## config.mk

```make
export PLATFORM = sky130hd
export DESIGN_NAME = imem_line_fetch
export DESIGN_NICKNAME = d
export VERILOG_FILES = /design/src/rtl/imem_line_fetch.sv
export SDC_FILE = /design/constraint.sdc
export NUM_CORES = 1
export LEC_CHECK = 0
export ABC_AREA = 1
export CAP_MARGIN = 10
export CORE_MARGIN = 10
export CORE_UTILIZATION = 38
export CTS_CLUSTER_DIAMETER = 150
export DETAILED_ROUTE_END_ITERATION = 8
export PLACE_DENSITY_LB_ADDON = 0.12
export SETUP_SLACK_MARGIN = 0.1
export SLEW_MARGIN = 20
export SYNTH_ARGS = -nofsm -noshare
export SYNTH_HDL_FRONTEND = slang
export SYNTH_SLANG_ARGS = --single-unit
export TNS_END_PERCENT = 5
```

## constraint.sdc

```tcl
create_clock -name clk -period 3.84 [get_ports clk]
set_clock_uncertainty 0.2 [all_clocks]
set_input_delay 0.384 -clock clk [delete_from_list [all_inputs] [get_ports clk]]
set_output_delay 0.384 -clock clk [all_outputs]
set_load 0.05 [all_outputs]
```

## src/rtl/imem_line_fetch.sv

```systemverilog
`timescale 1ns/1ps
// imem_line_fetch: fetches one instruction line as 32-bit beats over a
// req/gnt/rvalid memory port and presents it as a single-cycle line pulse.
module imem_line_fetch #(
  parameter int unsigned LINEWIDTH = 64,
  parameter int unsigned TIMEOUT   = 255
) (
  input  logic                 clk,
  input  logic                 rst,
  input  logic                 ld_line,
  input  logic [31:0]          line_addr_i,
  input  logic                 flush,
  output logic                 line_ready,
  output logic                 line_valid,
  output logic [LINEWIDTH-1:0] line_in,
  output logic                 line_err_o,
  output logic                 mem_req_o,
  output logic [31:0]          mem_addr_o,
  input  logic                 mem_gnt_i,
  input  logic                 mem_rvalid_i,
  input  logic [31:0]          mem_rdata_i,
  input  logic                 mem_err_i
);

  localparam int unsigned BEATS = LINEWIDTH / 32;
  localparam int unsigned BW    = $clog2(BEATS);
  localparam int unsigned OFFW  = $clog2(LINEWIDTH / 8);
  localparam int unsigned TW    = $clog2(TIMEOUT + 1);
  localparam logic [BW-1:0] LAST_BEAT = BW'(BEATS - 1);
  localparam logic [TW-1:0] TMO_LAST  = TW'(TIMEOUT - 1);

  typedef enum logic [1:0] {IDLE, REQ, RESP, DRAIN} state_t;

  state_t               state_q, state_d;
  logic [31:0]          base_q;
  logic [BW-1:0]        beat_q;
  logic                 err_q;
  logic [TW-1:0]        tcnt_q;
  logic [LINEWIDTH-1:0] buf_q;
  logic [LINEWIDTH-1:0] line_q;
  logic [LINEWIDTH-1:0] assembled;
  logic                 start;
  logic                 store_beat;
  logic                 beat_inc;
  logic                 tcnt_clr;
  logic                 tcnt_inc;
  logic                 addr_lo_unused;

  // Offset bits inside the line are deliberately ignored.
  assign addr_lo_unused = ^line_addr_i[OFFW-1:0];

  // Line buffer with the current response beat merged in (final-beat bypass).
  always_comb begin
    assembled = buf_q;
    assembled[int'(beat_q) * 32 +: 32] = mem_rdata_i;
  end

  // Next-state and handshake decode; flush always wins over completion/timeout.
  always_comb begin
    state_d    = state_q;
    line_ready = 1'b0;
    line_valid = 1'b0;
    line_err_o = 1'b0;
    mem_req_o  = 1'b0;
    start      = 1'b0;
    store_beat = 1'b0;
    beat_inc   = 1'b0;
    tcnt_clr   = 1'b0;
    tcnt_inc   = 1'b0;
    unique case (state_q)
      IDLE: begin
        line_ready = 1'b1;
        if (ld_line && !flush) begin
          start   = 1'b1;
          state_d = REQ;
        end
      end
      REQ: begin
        mem_req_o = 1'b1;
        if (mem_gnt_i) begin
          tcnt_clr = 1'b1;
          state_d  = flush ? DRAIN : RESP;
        end else if (flush) begin
          state_d = IDLE;
        end
      end
      RESP: begin
        if (mem_rvalid_i) begin
          if (flush) begin
            state_d = IDLE;
          end else begin
            store_beat = 1'b1;
            if (beat_q == LAST_BEAT) begin
              line_valid = 1'b1;
              line_err_o = err_q | mem_err_i;
              state_d    = IDLE;
            end else begin
              beat_inc = 1'b1;
              state_d  = REQ;
            end
          end
        end else if (flush) begin
          state_d = DRAIN;
        end else if (tcnt_q == TMO_LAST) begin
          // The granted beat is still owed, so drain it after reporting the error.
          line_valid = 1'b1;
          line_err_o = 1'b1;
          state_d    = DRAIN;
        end else begin
          tcnt_inc = 1'b1;
        end
      end
      DRAIN: begin
        if (mem_rvalid_i) state_d = IDLE;
      end
      default: state_d = IDLE;
    endcase
  end

  // Output line: live during the pulse, otherwise the last delivered line.
  always_comb begin
    line_in = line_q;
    if (line_valid) line_in = store_beat ? assembled : buf_q;
  end

  assign mem_addr_o = mem_req_o ? (base_q + {{(30 - BW){1'b0}}, beat_q, 2'b00}) : '0;

  // State, beat bookkeeping, line buffer and response timeout counter.
  always_ff @(posedge clk) begin
    if (rst) begin
      state_q <= IDLE;
      base_q  <= '0;
      beat_q  <= '0;
      err_q   <= 1'b0;
      tcnt_q  <= '0;
      buf_q   <= '0;
      line_q  <= '0;
    end else begin
      state_q <= state_d;
      line_q  <= line_in;
      if (start) begin
        base_q <= {line_addr_i[31:OFFW], {OFFW{1'b0}}};
        beat_q <= '0;
        err_q  <= 1'b0;
      end else if (beat_inc) begin
        beat_q <= beat_q + BW'(1);
      end
      if (store_beat) begin
        buf_q <= assembled;
        err_q <= err_q | mem_err_i;
      end
      if (tcnt_clr)      tcnt_q <= '0;
      else if (tcnt_inc) tcnt_q <= tcnt_q + TW'(1);
    end
  end

endmodule

```

==> flow_summary.ini, run 1 <==
[run_status]
status = finished, final reports clean

[critical_path]
cp.required_ns = 3.26
critPathLaunch = state_q[0]
cp_data_arrival_time_ns = 2.72
critPathKind = register to output port
reg2reg_depth = 8
rrSetupSlack_ns = 1.73
end_kind = output port
r2r-end = line_q[9]
path_cells = inv_2 > nor2_1 > inv_1 > nor2_1 > clkdlybuf4s50_1
rr_startpoint = state_q[1]
start_kind = register
cpMaxStageDelayCell = clkdlybuf4s50_1
cpPeakStageDelay_ns = 0.85
critPathCapture = mem_addr_o[8]
worstPathMaxFanout = 30
crit_top_cell = nor2_1

[die]
rows = 51
die_w_um = 162.3
start_util = 0.3903
die_height_um = 162.3
design.core.area_sq_um = 19720
die-area_sq_um = 26340
io_pins = 171

[timing]
post-route-min-period_ns = 3.309
holdWs_ns = 0.1920
final_hold_viol_count = 0
setup_viol = 0
fin_crit_sh = 0.8617
max_freq_ghz = 0.3022
max_slew.worst_pin.slew_ns = 1.007
drv_slew = 0
rsz0062_at_grt = no
setup_tns_ns = 0
slew_headroom = 0.3288

[final_layout]
design_area_sq_um = 9935
drive_gt1_frac = 0.09256
syn2layout_area_growth_pct = 29.11
nets = 1379
instances_no_fill = 1584

[synth]
synth_top_family_by_area = simple AND/OR/NAND/NOR gates
synth_cells = 1179
seq_area_frac_synth = 0.4397
syn_area_per_cell_sq_um = 6.527
ys_warn_count = 0
muxShareOfSynthArea = 0
synth_compound_area_frac = 0.08000
synth_xor_area_frac = 0.003415
synth_fa_ha_area_frac = 0.003252
syn-cell-area_sq_um = 7695
synth-seq-cells = 169
synth_area_leaders = dfxtp_1, nand2_1, inv_1, nor2_1, nand3_1
synth_simple_gate_area_frac = 0.3107
synth_top_cell_by_area = dfxtp_1
synth.top_cell.area_share = 0.4397
synth.distinct_cells = 24

[pwr]
p_leak_nw = 4.893
p_switching_mw = 1.476
pwr-share-comb = 0.214
p_int_mw = 3.198
irDropWorstVdd_mv = 0.3250
p_clk_frac = 0.376
power_density_nw_per_um2 = 470.6
p_sw_frac = 0.3158
power_frac_seq = 0.410

[placed_design]
post_dp_cell_area_sq_um = 9334
port_buffers = 165
place_hpwl_um = 15050
place.gp.congestion = 0.8222
dp.cells = 1552

[clock_network]
worstSkewPairLatency_ns = 0.42
ctsHoldBuffers = 0
cts_made_buffers = 17
cts-resized-gates = 0
clkTransAtPathRegs_ns = 0.06
clockRootBuffer = clkbuf_16
htreeDepth = 4
post_cts_buffers = 0
cts.sinks = 169
cts_tree = yes
max-clock-path-buffers = 2

[grt]
grt.overflow.total = 0
grt_pass1_vias = 6632
grt_pass1_wl_um = 35730
grt_max_degree = 94
grt_usage = 0.1665
antenna_found_initial = 1

[routing]
wl_per_cell_um = 13.90
drt_iter0_drc = 533
drt_pre_antenna_iters = 5
ant_nets = 0
finalWirelength_um = 22020
drc = 0
vias = 7075
viasPerCell = 4.467

[worst_hold_path]
hp-class = primary input to register

[run]
drv_cap = 0
==> final cells by class <==
class,count,area [sq um]
clock inverters,14,172.7
clock buffers,17,425.4
inverters,241,904.6
diodes,1,2.502
flip-flops and latches,169,3383
repair buffers,181,1642
fillers,2020,9783
multi-input cells,696,3073
well taps,265,331.6
==> flip-flops by register name, summed over array words and instances (netlist names) <==
signal	count
base_q	29
state_q	2
buf_q	64
tcnt_q	8
line_q	64
err_q	1
beat_q	1
==> power groups by stage <==
stage	sequential [mW]	combinational [mW]	clock [mW]
finish	1.92	0.998	1.76
detailed placement	1.96	1.00	0
global placement	1.96	1.00	0
global route	1.93	1.11	1.87
floorplan	1.94	0.711	0
CTS	1.92	1.01	1.80
==> layer usage <==
metal	vias to the layer above	GRT usage	wire length, um
li1	3757	-	-
met1	3169	0.2289	10430
met2	139	0.2575	10250
met3	10	0.03640	1135
met4	0	0.04384	208
met5	-	0	0
==> stage by stage <==
stage,power (mW),utilization,worst slack [ns]
floorplan,2.651,-,0.9836
global placement,2.956,0.4734,0.8025
detailed placement,2.962,0.4734,0.7919
CTS,4.727,0.5037,0.4625
global route,4.913,0.5038,0.2601
finish,4.675,0.5038,0.5311
==> Yosys cell counts <==
| cell type | instances |
|---|---|
| xnor2_1 | 1 |
| nor2_1 | 176 |
| a22oi_1 | 1 |
| buf_4 | 9 |
| ha_1 | 2 |
| dfxtp_1 | 169 |
| inv_2 | 2 |
| xor2_1 | 2 |
| o21bai_1 | 33 |
| buf_1 | 3 |
| nand3b_1 | 2 |
| o21ai_0 | 31 |
| conb_1 | 1 |
| nand2_1 | 299 |
| nand3_1 | 72 |
| a211oi_1 | 1 |
| inv_1 | 239 |
| a21oi_1 | 38 |
| clkbuf_1 | 35 |
| nand4_1 | 32 |
| nand3_2 | 1 |
| buf_2 | 27 |
| a21o_1 | 1 |
| nor2_4 | 2 |
==> worst max-delay path: cells and delay by family (launching register included) <==
kind / cells / cell delay (ns)
buf+inv: 3 / 1.40
flops: 1 / 0.45
simple gates: 2 / 0.45
==> logic make-up (layout without fill, tap and decap cells) <==
| group | count (synthesis) | after routing |
|---|---|---|
| buf+inv | 315 | 453 |
| xor+xnor | 3 | 3 |
| other cells | 1 | 3 |
| fa+ha+maj | 2 | 2 |
| simple gates | 584 | 584 |
| compound gates | 105 | 105 |
| flops | 169 | 169 |
==> layout by cell type (no fill, tap or decap), drive strengths merged <==
master,count
a211oi,1
nand3,73
nand3b,2
clkinvlp,5
clkbuf,17
bufinv,3
nor2,178
buf,83
inv,244
clkinv,3
diode,1
nand4,32
a21oi,38
o21ai,31
dfxtp,169
o21bai,33
conb,2
xor2,2
a22oi,1
xnor2,1
a21o,1
nand2,299
ha,2
clkdlybuf4s50,98
==> how the worst min path moves through the flow <==
stage                          start         end  cells after the start
after global routing             rst   buf_q[57]                      2
after floorplan           base_q[31]  base_q[31]                      2
after CTS                        rst   buf_q[48]                      2
final                            rst   buf_q[61]                      2
after detailed placement  base_q[28]  base_q[28]                      2
after global placement    base_q[13]  base_q[13]                      2
Note: power is estimated with default switching activity, not from simulation.
==> inputs of run 2 (changes only) <==
--- a/config.mk
+++ b/config.mk
@@ -7,6 +7,7 @@
 export LEC_CHECK = 0
 export ABC_AREA = 1
 export CAP_MARGIN = 10
+export CORE_ASPECT_RATIO = 0.6
 export CORE_MARGIN = 10
 export CORE_UTILIZATION = 38
 export CTS_CLUSTER_DIAMETER = 150
==> flow_summary.ini, run 2 (synthesis results as in run 1) <==
[die]
die-area_sq_um = 26530
io_pins = 171
design.core.area_sq_um = 19970
rows = 40
start_util = 0.3853
die_w_um = 203.7
die_height_um = 130.2

[routing]
viasPerCell = 4.428
ant_nets = 0
drt_pre_antenna_iters = 5
drt_iter0_drc = 544
met1Wirelength_um = 12520
wl_per_cell_um = 14.42
vias = 7041
met2_length_um = 8987
drc = 0
route.met3.wl_um = 1224
highest_layer = met4
finalWirelength_um = 22920

[critical_path]
reg2reg_depth = 9
rr_startpoint = state_q[1]
rrSetupSlack_ns = 1.51
crit_top_cell = nor2_1
cp.required_ns = 3.26
cp_num_cells = 5
crit_buf_inv = 3
critPathCapture = mem_addr_o[20]
path_cells = inv_2 > nor2_1 > inv_1 > nor2_1 > clkdlybuf4s50_1
path_delay_family = buffers and inverters
worstPathMaxFanout = 30
critPathKind = register to output port
cpPeakStageDelay_ns = 0.84
end_kind = output port
critPathLaunch = state_q[0]
r2r-end = line_q[26]
cp_data_arrival_time_ns = 2.76
cpMaxStageDelayCell = clkdlybuf4s50_1
start_kind = register

[final_layout]
fin_util = 0.4959
syn2layout_area_growth_pct = 28.68
reg_top3 = buf_q x64, line_q x64, base_q x29
final_cell_mix = nand2_1, inv_1, nor2_1
final_common_cell = nand2_1
drive_gt1_frac = 0.09119
nets = 1376
fillers = 2053

[grt]
grt_pass1_wl_um = 35970
antenna_found_initial = 1
grt_pass1_vias = 6344
grt_max_degree = 76
grt_usage = 0.1732
grt.overflow.total = 0

[pwr]
p_switching_mw = 1.488
p_int_mw = 3.123
p_leak_nw = 4.869
irDropWorstVdd_mv = 0.3245
pwr-share-comb = 0.214
power_frac_seq = 0.416
power_density_nw_per_um2 = 465.6
p_clk_frac = 0.370
p_sw_frac = 0.3228

[clock_network]
htreeDepth = 4
clkTransAtPathRegs_ns = 0.06
worstSkewPairLatency_ns = 0.44
max-clock-path-buffers = 2
cts_made_buffers = 17
cts_tree = yes
ctsHoldBuffers = 0
cts.sinks = 169
clockRootBuffer = clkbuf_16
cts-resized-gates = 0
post_cts_buffers = 0

[worst_hold_path]
hp-class = primary input to register

[timing]
slew_headroom = 0.3419
max_freq_ghz = 0.2990
final_hold_viol_count = 0
drv_slew = 0
rsz0062_at_grt = no
post-route-min-period_ns = 3.345
fin_crit_sh = 0.8711
max_slew.worst_pin.slew_ns = 0.9860
setup_tns_ns = 0
setup_viol = 0

[placed_design]
port_buffers = 165
place_hpwl_um = 15970
place.gp.congestion = 0.8673

[run_status]
status = finished, final reports clean

[run]
drv_cap = 0
## run 2: power by group through the flow
| stage | sequential (mW) | clock (mW) | combinational (mW) |
|---|---|---|---|
| after floorplan | 1.94 | 0 | 0.711 |
| after global routing | 1.93 | 1.82 | 1.09 |
| after global placement | 1.96 | 0 | 0.980 |
| after detailed placement | 1.96 | 0 | 0.988 |
| after CTS | 1.92 | 1.75 | 0.991 |
| final | 1.92 | 1.71 | 0.986 |
## run 2: cell type report
class / count / area (sq um) / share of cell area
flip-flops and latches: 169 / 3383 / 0.3417
multi-input cells: 696 / 3073 / 0.3103
repair buffers: 178 / 1619 / 0.1635
inverters: 241 / 904.6 / 0.09136
clock buffers: 17 / 425.4 / 0.04296
well taps: 273 / 341.6 / 0.03450
clock inverters: 15 / 152.6 / 0.01542
diodes: 1 / 2.502 / 0.0002527
## run 2: routing by layer
layer  global-route usage  vias up
li1                     -     3758
met1               0.2670     3113
met2               0.2276      155
met3              0.04110       15
met4              0.04803        0
met5                    0        -
## run 2: metrics by stage
| step | area (sq um) | hold WS (ns) | instances | setup WS, ns | total power, mW |
|---|---|---|---|---|---|
| 2_1_floorplan | 7699 | 0.2296 | 1180 | 0.9836 | 2.651 |
| 3_3_place_gp | 9321 | 0.2403 | 1557 | 0.7262 | 2.936 |
| 3_5_place_dp | 9321 | 0.2410 | 1557 | 0.6987 | 2.947 |
| 4_1_cts | 9899 | 0.2267 | 1589 | 0.4363 | 4.661 |
| 5_1_grt | 9902 | 0.2509 | 1590 | 0.2679 | 4.842 |
| 6_report | 9902 | 0.2288 | 1590 | 0.4950 | 4.611 |
## run 2: worst min-delay path by stage
stage / startpoint / end / slack, ns / cells after the start
3_3_place_gp: base_q[22] / base_q[22] / 0.24 / 2
4_1_cts: rst / line_q[25] / 0.23 / 2
3_5_place_dp: base_q[22] / base_q[22] / 0.24 / 2
2_1_floorplan: base_q[31] / base_q[31] / 0.23 / 2
5_1_grt: rst / buf_q[31] / 0.25 / 2
6_report: rst / buf_q[29] / 0.23 / 2
## run 2: worst reg2reg max path: stages, from the launching register on
cell and delay (ns):
dfxtp_1 0.48, inv_1 0.12, nor2_4 0.54, nand3_1 0.14
buf_4 0.29, nand2_1 0.10, nand2_1 0.11, nand2_1 0.10
nand2_1 0.07, nor2_1 0.10
